$ cat src/rtl/alu_misc_pkg.sv
// Shared encodings, default sizes and flag bundle for the miscellaneous
// integer functional unit (ALU + shifter with a delay pipeline).
package alu_misc_pkg;

    localparam int AM_DEF_WIDTH  = 32;
    localparam int AM_DEF_STAGES = 4;
    localparam int AM_DEF_REGW   = 5;

    typedef enum logic [2:0] {
        ALU_ADD   = 3'b000,
        ALU_SUB   = 3'b001,
        ALU_AND   = 3'b010,
        ALU_OR    = 3'b011,
        ALU_XOR   = 3'b100,
        ALU_NOR   = 3'b101,
        ALU_SLT   = 3'b110,
        ALU_PASSB = 3'b111
    } alu_op_e;

    typedef enum logic [1:0] {
        SH_SLL  = 2'b00,
        SH_SRL  = 2'b01,
        SH_SRA  = 2'b10,
        SH_PASS = 2'b11
    } shift_op_e;

    // Width-independent part of a result payload; the top wraps this together
    // with the parametrised regdest and value fields.
    typedef struct packed {
        logic writereg;
        logic overflow;
    } am_flags_t;

endpackage

$ cat src/rtl/alu_misc_exec.sv
// Issue-stage datapath: operand B mux, ALU, shifter, signed overflow
// detection and the overflow-gated register write enable. Purely combinational.
import alu_misc_pkg::*;

module alu_misc_exec #(
    parameter int WIDTH = AM_DEF_WIDTH
) (
    input  logic                     sel_alu_shift,
    input  logic                     sel_imm_b,
    input  logic [2:0]               alu_op,
    input  logic                     unsig,
    input  logic [1:0]               shift_op,
    input  logic [$clog2(WIDTH)-1:0] shift_amt,
    input  logic [WIDTH-1:0]         rega,
    input  logic [WIDTH-1:0]         regb,
    input  logic [WIDTH-1:0]         imedext,
    input  logic                     writereg,
    input  logic                     writeov,
    output logic [WIDTH-1:0]         value,
    output am_flags_t                flags
);

    logic [WIDTH-1:0] op_b;
    logic [WIDTH-1:0] sum;
    logic [WIDTH-1:0] diff;
    logic [WIDTH-1:0] alu_res;
    logic [WIDTH-1:0] shift_res;
    logic             alu_ov;
    logic             less;

    // ALU: overflow uses the sign rule on the top bit and is only meaningful for signed ADD/SUB.
    always_comb begin
        op_b    = sel_imm_b ? imedext : regb;
        sum     = rega + op_b;
        diff    = rega - op_b;
        less    = unsig ? (rega < op_b) : ($signed(rega) < $signed(op_b));
        alu_res = '0;
        alu_ov  = 1'b0;
        case (alu_op_e'(alu_op))
            ALU_ADD: begin
                alu_res = sum;
                alu_ov  = ~unsig & (rega[WIDTH-1] == op_b[WIDTH-1]) & (sum[WIDTH-1] != rega[WIDTH-1]);
            end
            ALU_SUB: begin
                alu_res = diff;
                alu_ov  = ~unsig & (rega[WIDTH-1] != op_b[WIDTH-1]) & (diff[WIDTH-1] != rega[WIDTH-1]);
            end
            ALU_AND:   alu_res = rega & op_b;
            ALU_OR:    alu_res = rega | op_b;
            ALU_XOR:   alu_res = rega ^ op_b;
            ALU_NOR:   alu_res = ~(rega | op_b);
            ALU_SLT:   alu_res = {{(WIDTH-1){1'b0}}, less};
            ALU_PASSB: alu_res = op_b;
        endcase
    end

    // Shifter always works on regb, never on the immediate.
    always_comb begin
        shift_res = regb;
        case (shift_op_e'(shift_op))
            SH_SLL:  shift_res = regb << shift_amt;
            SH_SRL:  shift_res = regb >> shift_amt;
            SH_SRA:  shift_res = WIDTH'($signed(regb) >>> shift_amt);
            SH_PASS: shift_res = regb;
        endcase
    end

    // Result select; an overflowing op only writes back when the issuer asked for it.
    always_comb begin
        value          = sel_alu_shift ? shift_res : alu_res;
        flags.overflow = ~sel_alu_shift & alu_ov;
        flags.writereg = writereg & (~flags.overflow | writeov);
    end

endmodule

$ cat src/rtl/alu_misc_pipe.sv
// Miscellaneous integer unit: computes in the issue cycle, then carries the
// result through STAGES register slices to writeback with stall and flush.
import alu_misc_pkg::*;

module alu_misc_pipe #(
    parameter int WIDTH  = AM_DEF_WIDTH,
    parameter int STAGES = AM_DEF_STAGES,
    parameter int REGW   = AM_DEF_REGW
) (
    input  logic                     clock,
    input  logic                     reset,
    input  logic                     iss_am_oper,
    input  logic                     iss_am_selalushift,
    input  logic                     iss_am_selimregb,
    input  logic [2:0]               iss_am_aluop,
    input  logic                     iss_am_unsig,
    input  logic [1:0]               iss_am_shiftop,
    input  logic [$clog2(WIDTH)-1:0] iss_am_shiftamt,
    input  logic [WIDTH-1:0]         iss_am_rega,
    input  logic [WIDTH-1:0]         iss_am_regb,
    input  logic [WIDTH-1:0]         iss_am_imedext,
    input  logic [REGW-1:0]          iss_am_regdest,
    input  logic                     iss_am_writereg,
    input  logic                     iss_am_writeov,
    input  logic                     wb_am_stall,
    input  logic                     am_flush,
    output logic                     am_iss_ready,
    output logic                     am_wb_oper,
    output logic [REGW-1:0]          am_wb_regdest,
    output logic                     am_wb_writereg,
    output logic [WIDTH-1:0]         am_wb_wbvalue,
    output logic                     am_wb_overflow,
    output logic                     am_busy
);

    typedef struct packed {
        logic [REGW-1:0]  regdest;
        am_flags_t        flags;
        logic [WIDTH-1:0] value;
    } payload_t;

    logic [WIDTH-1:0] exec_value;
    am_flags_t        exec_flags;
    payload_t         issue_payload;

    logic             slice_in_valid [STAGES];
    payload_t         slice_in       [STAGES];
    logic             valid_q        [STAGES];
    payload_t         slice_q        [STAGES];

    alu_misc_exec #(.WIDTH(WIDTH)) u_exec (
        .sel_alu_shift (iss_am_selalushift),
        .sel_imm_b     (iss_am_selimregb),
        .alu_op        (iss_am_aluop),
        .unsig         (iss_am_unsig),
        .shift_op      (iss_am_shiftop),
        .shift_amt     (iss_am_shiftamt),
        .rega          (iss_am_rega),
        .regb          (iss_am_regb),
        .imedext       (iss_am_imedext),
        .writereg      (iss_am_writereg),
        .writeov       (iss_am_writeov),
        .value         (exec_value),
        .flags         (exec_flags)
    );

    assign issue_payload = '{regdest: iss_am_regdest, flags: exec_flags, value: exec_value};

    // Slice 0 takes a zero payload when nothing issues so bubbles never carry stale data.
    assign slice_in_valid[0] = iss_am_oper;
    assign slice_in[0]       = iss_am_oper ? issue_payload : '0;

    for (genvar g = 0; g < STAGES; g++) begin : g_slice
        if (g > 0) begin : g_link
            assign slice_in_valid[g] = valid_q[g-1];
            assign slice_in[g]       = slice_q[g-1];
        end

        // Each slice clears on reset or flush, freezes on stall, otherwise takes its upstream neighbour.
        always_ff @(posedge clock) begin
            if (reset || am_flush) begin
                valid_q[g] <= 1'b0;
                slice_q[g] <= '0;
            end else if (!wb_am_stall) begin
                valid_q[g] <= slice_in_valid[g];
                slice_q[g] <= slice_in[g];
            end
        end
    end

    // Busy whenever any slice still carries an op.
    always_comb begin
        am_busy = 1'b0;
        for (int i = 0; i < STAGES; i++) begin
            am_busy = am_busy | valid_q[i];
        end
    end

    assign am_iss_ready   = ~wb_am_stall;
    assign am_wb_oper     = valid_q[STAGES-1];
    assign am_wb_regdest  = slice_q[STAGES-1].regdest;
    assign am_wb_writereg = slice_q[STAGES-1].flags.writereg;
    assign am_wb_overflow = slice_q[STAGES-1].flags.overflow;
    assign am_wb_wbvalue  = slice_q[STAGES-1].value;

endmodule
$ cat config.mk
export PLATFORM = sky130hd
export DESIGN_NAME = alu_misc_pipe
export DESIGN_NICKNAME = d
export VERILOG_FILES = /design/src/rtl/alu_misc_pkg.sv /design/src/rtl/alu_misc_exec.sv /design/src/rtl/alu_misc_pipe.sv
export SDC_FILE = /design/constraint.sdc
export NUM_CORES = 1
export LEC_CHECK = 0
export CORE_ASPECT_RATIO = 1.5
export CORE_MARGIN = 4
export CORE_UTILIZATION = 45
export CTS_CLUSTER_DIAMETER = 60
export DETAILED_ROUTE_END_ITERATION = 10
export GPL_TIMING_DRIVEN = 0
export PLACE_DENSITY = 0.63
export SYNTH_ARGS = -nofsm -noshare
export SYNTH_HDL_FRONTEND = slang
export SYNTH_SLANG_ARGS = --single-unit
$ cat constraint.sdc
create_clock -name clock -period 13.7 [get_ports clock]
set_input_delay 3.425 -clock clock [delete_from_list [all_inputs] [get_ports clock]]
set_output_delay 3.425 -clock clock [all_outputs]
set_load 0.02 [all_outputs]
==> summary.md <==
| Metric | Value |
|---|---|
| Final worst path period need | `8.58 ns` |
| Syn-to-layout area delta | `17.1%` |
| Final WL | `78.1 mm` |
| Cell-by-cell trace of the critical path | `clkbuf_1, buf_2, buf_2, mux2i_1, inv_1, ha_1, inv_1, fa_1, nor2b_1, o311ai_0, a21oi_1, nor2b_1, o31ai_1, a2111o_1, a31oi_1, a2111oi_0, a211oi_1` |
| Switching pwr | `0.000629 W` |
| GPL Wtd Cong | `1.10` |
| CTS tree | `built` |
| DRT antenna net count | `0` |
| CTS root buf | `clkbuf_16` |
| Combinational Power Share | `39.0%` |
| Switching Share | `37.8%` |
| Die ar. | `39300 um^2` |
| DRT Pass-1 Iters | `7` |
| Critical Path Source Type | `primary input` |
| Worst path buffer plus inverter count | `5` |
| P_leak | `7.59 nW` |
| Status | `finished clean` |
| Die Y | `241 um` |
| CP Data Arrival Time | `8.69 ns` |
| Largest net degree at the start of global routing | `72` |
| Synth async-reset ratio | `0%` |
| Crit-path max FO | `10` |
| Clock buffer depth | `2` |
| Mapped cell area | `16300 um^2` |
| Finished Layout Cells | `2574` |
| Critical path's largest stage delay | `0.78 ns` |
| Cts repair resizes | `0` |
| Vias in the first global route | `16600` |
| Multi-input gate area in the final layout | `10500 um^2` |
| PwrDens | `87.4 nW/um^2` |
| Core ar. | `35800 um^2` |
| Synth Register Bits | `160` |
| Util after Layout | `53.1%` |
| CP max-delay cell | `a2111oi_0` |
| First-pass GRT wire length | `111 mm` |
| Final max-slew violation count | `0` |
| Total negative slack | `0 ns` |
| Clk slew on worst S/H paths | `0.06 ns` |
| Hold buffers post-CTS | `0` |
| Total CTS buffers | `17` |
| Total vias in the final route | `17100` |
| Initial antenna violation count | `4` |
| Fin. Hold Viols | `0` |
| FP Rows | `85` |
| Overall power | `0.00166 W` |
| Share of post-route cells with drive strength above 1 | `6.97%` |
| Final setup vio count | `0` |
| Register area | `4800 um^2` |
| Post-synth EDFFs | `160` |
| Synth Warn # | `0` |
| Most frequent cells in the layout | `nand2_1, nor2_1, edfxtp_1` |
| Proportion of power drawn by flip-flops and latches | `33.9%` |
| Worst path required time | `13.81 ns` |
| Kind of critical path | `primary input to register` |
| Synth unique cells | `87` |
| Crit end category | `register` |
| CP top delay family | `compound AO/OA/AOI/OAI gates` |
| Worst vdd ir | `97.1 uV` |
| Synthesized Nets | `2141` |
| Min-Delay Path Class | `register to register` |
| Postcts setup bufs | `0` |
| Clock sinks | `160` |
| Post-Route Skew | `0.00684 ns` |
| Internal power | `0.00103 W` |
| Die X | `163 um` |
| Clk_lat worst skew | `0.42 ns` |
| WL/cell | `30.3 um` |
| Top Ports | `163` |
| Nets | `2316` |
| Max Clk Rate | `0.117 GHz` |
| Max-Cap Viols | `0` |
| Post-route DRC | `0` |
| Setup repair after global routing missed its margin | `no` |
| Initial DRC count | `2095` |
| Period utilisation layout | `62.6%` |
| Tightest Pin Transition | `1.39 ns` |
| Clock share of power | `27.1%` |
| Post-synthesis average cell area | `8.53 um^2` |
| Main synth FF type | `edfxtp_1` |
| Worst reg2reg setup slack | `12.87 ns` |
| Worst slew margin | `6.39%` |
| Initial Util | `45.4%` |
| Most common cell after layout, fill and taps aside | `nand2_1` |
| Total congestion overflow | `0` |
| Overall global routing resource usage | `38.8%` |
| Fillers | `3406` |
| Cells after synthesis | `1907` |
| IO Port Bufs | `154` |
| Hpwl dp | `61.5 mm` |
| Post-synthesis sequential area ratio | `29.5%` |
| H-tree level count | `4` |
| Dpl cells | `2541` |
| Vias per cell | `6.64` |
## routing by layer
metal	up-vias	share of wire (%)	global-route usage, %
met5	-	0.040	0
met4	4	11	32.2
met3	434	9.7	6.89
met2	1314	47	65.4
met1	8003	33	42.4
li1	7341	-	-
## cells in the mapped netlist, types with 24 or more instances
cell type,number,area share (%)
a21oi_1,149,4.6
a221oi_1,30,1.6
and2_1,128,4.9
buf_2,25,0.77
clkbuf_1,89,2.1
edfxtp_1,160,30
ha_1,111,8.5
inv_1,114,2.6
mux2i_1,90,5.5
mux4_2,37,5.1
nand2_1,173,4.0
nand3_1,31,0.95
nor2_1,170,3.9
nor3_1,51,1.6
o211ai_1,34,1.6
o21ai_0,119,3.7
xnor2_1,24,1.3
## cells by family after synthesis
kind of cell | after synthesis | share of synthesized area [%]
xor gates and xnor gates | 36 | 1.94
adders and majority gates | 113 | 8.78
AOI/OAI and AO/OA | 544 | 22.1
buffers and inverters | 253 | 6.25
muxes | 144 | 11.8
and+or+nand+nor | 657 | 19.6
DFF | 160 | 29.5
## layout make-up
cell class | count | area share [%]
plain buffers | 136 | 3.03
diodes | 1 | 0.0131
multi-input cells | 1494 | 54.9
well taps | 478 | 3.14
repair buffers | 156 | 8.38
clock inverters | 14 | 0.755
flip-flops and latches | 160 | 25.2
clock buffers | 18 | 2.25
inverters | 117 | 2.31
## flip-flops by register name (all words and copies together), names as in the netlist
register  count
valid_q       4
slice_q     156
## final timing paths
path                    startpoint             end  cells after the start
setup reg to reg    slice_q[0][12]  slice_q[1][12]                      1
hold / removal      slice_q[1][17]  slice_q[2][17]                      1
hold reg to reg     slice_q[1][17]  slice_q[2][17]                      1
setup / recovery  iss_am_selimregb  slice_q[0][14]                     17
## metrics by stage
stage          hold slack [ns]  area (um^2)  worst slack (ns)
2_1_floorplan            0.497        16300              6.11
3_3_place_gp             0.499        18400              4.81
3_5_place_dp             0.501        18500              4.87
4_1_cts                  0.513        19000              5.29
5_1_grt                  0.517        19000              5.00
6_report                 0.511        19000              5.12
## power by group through the flow
stage	logic [W]	registers (W)	clock network (W)
2_1_floorplan	0.000366	0.000582	0
3_3_place_gp	0.000617	0.000577	0
3_5_place_dp	0.000617	0.000575	0
4_1_cts	0.000620	0.000565	0.000457
5_1_grt	0.000676	0.000566	0.000481
6_report	0.000648	0.000565	0.000451
(Power assumes the default switching activity.)
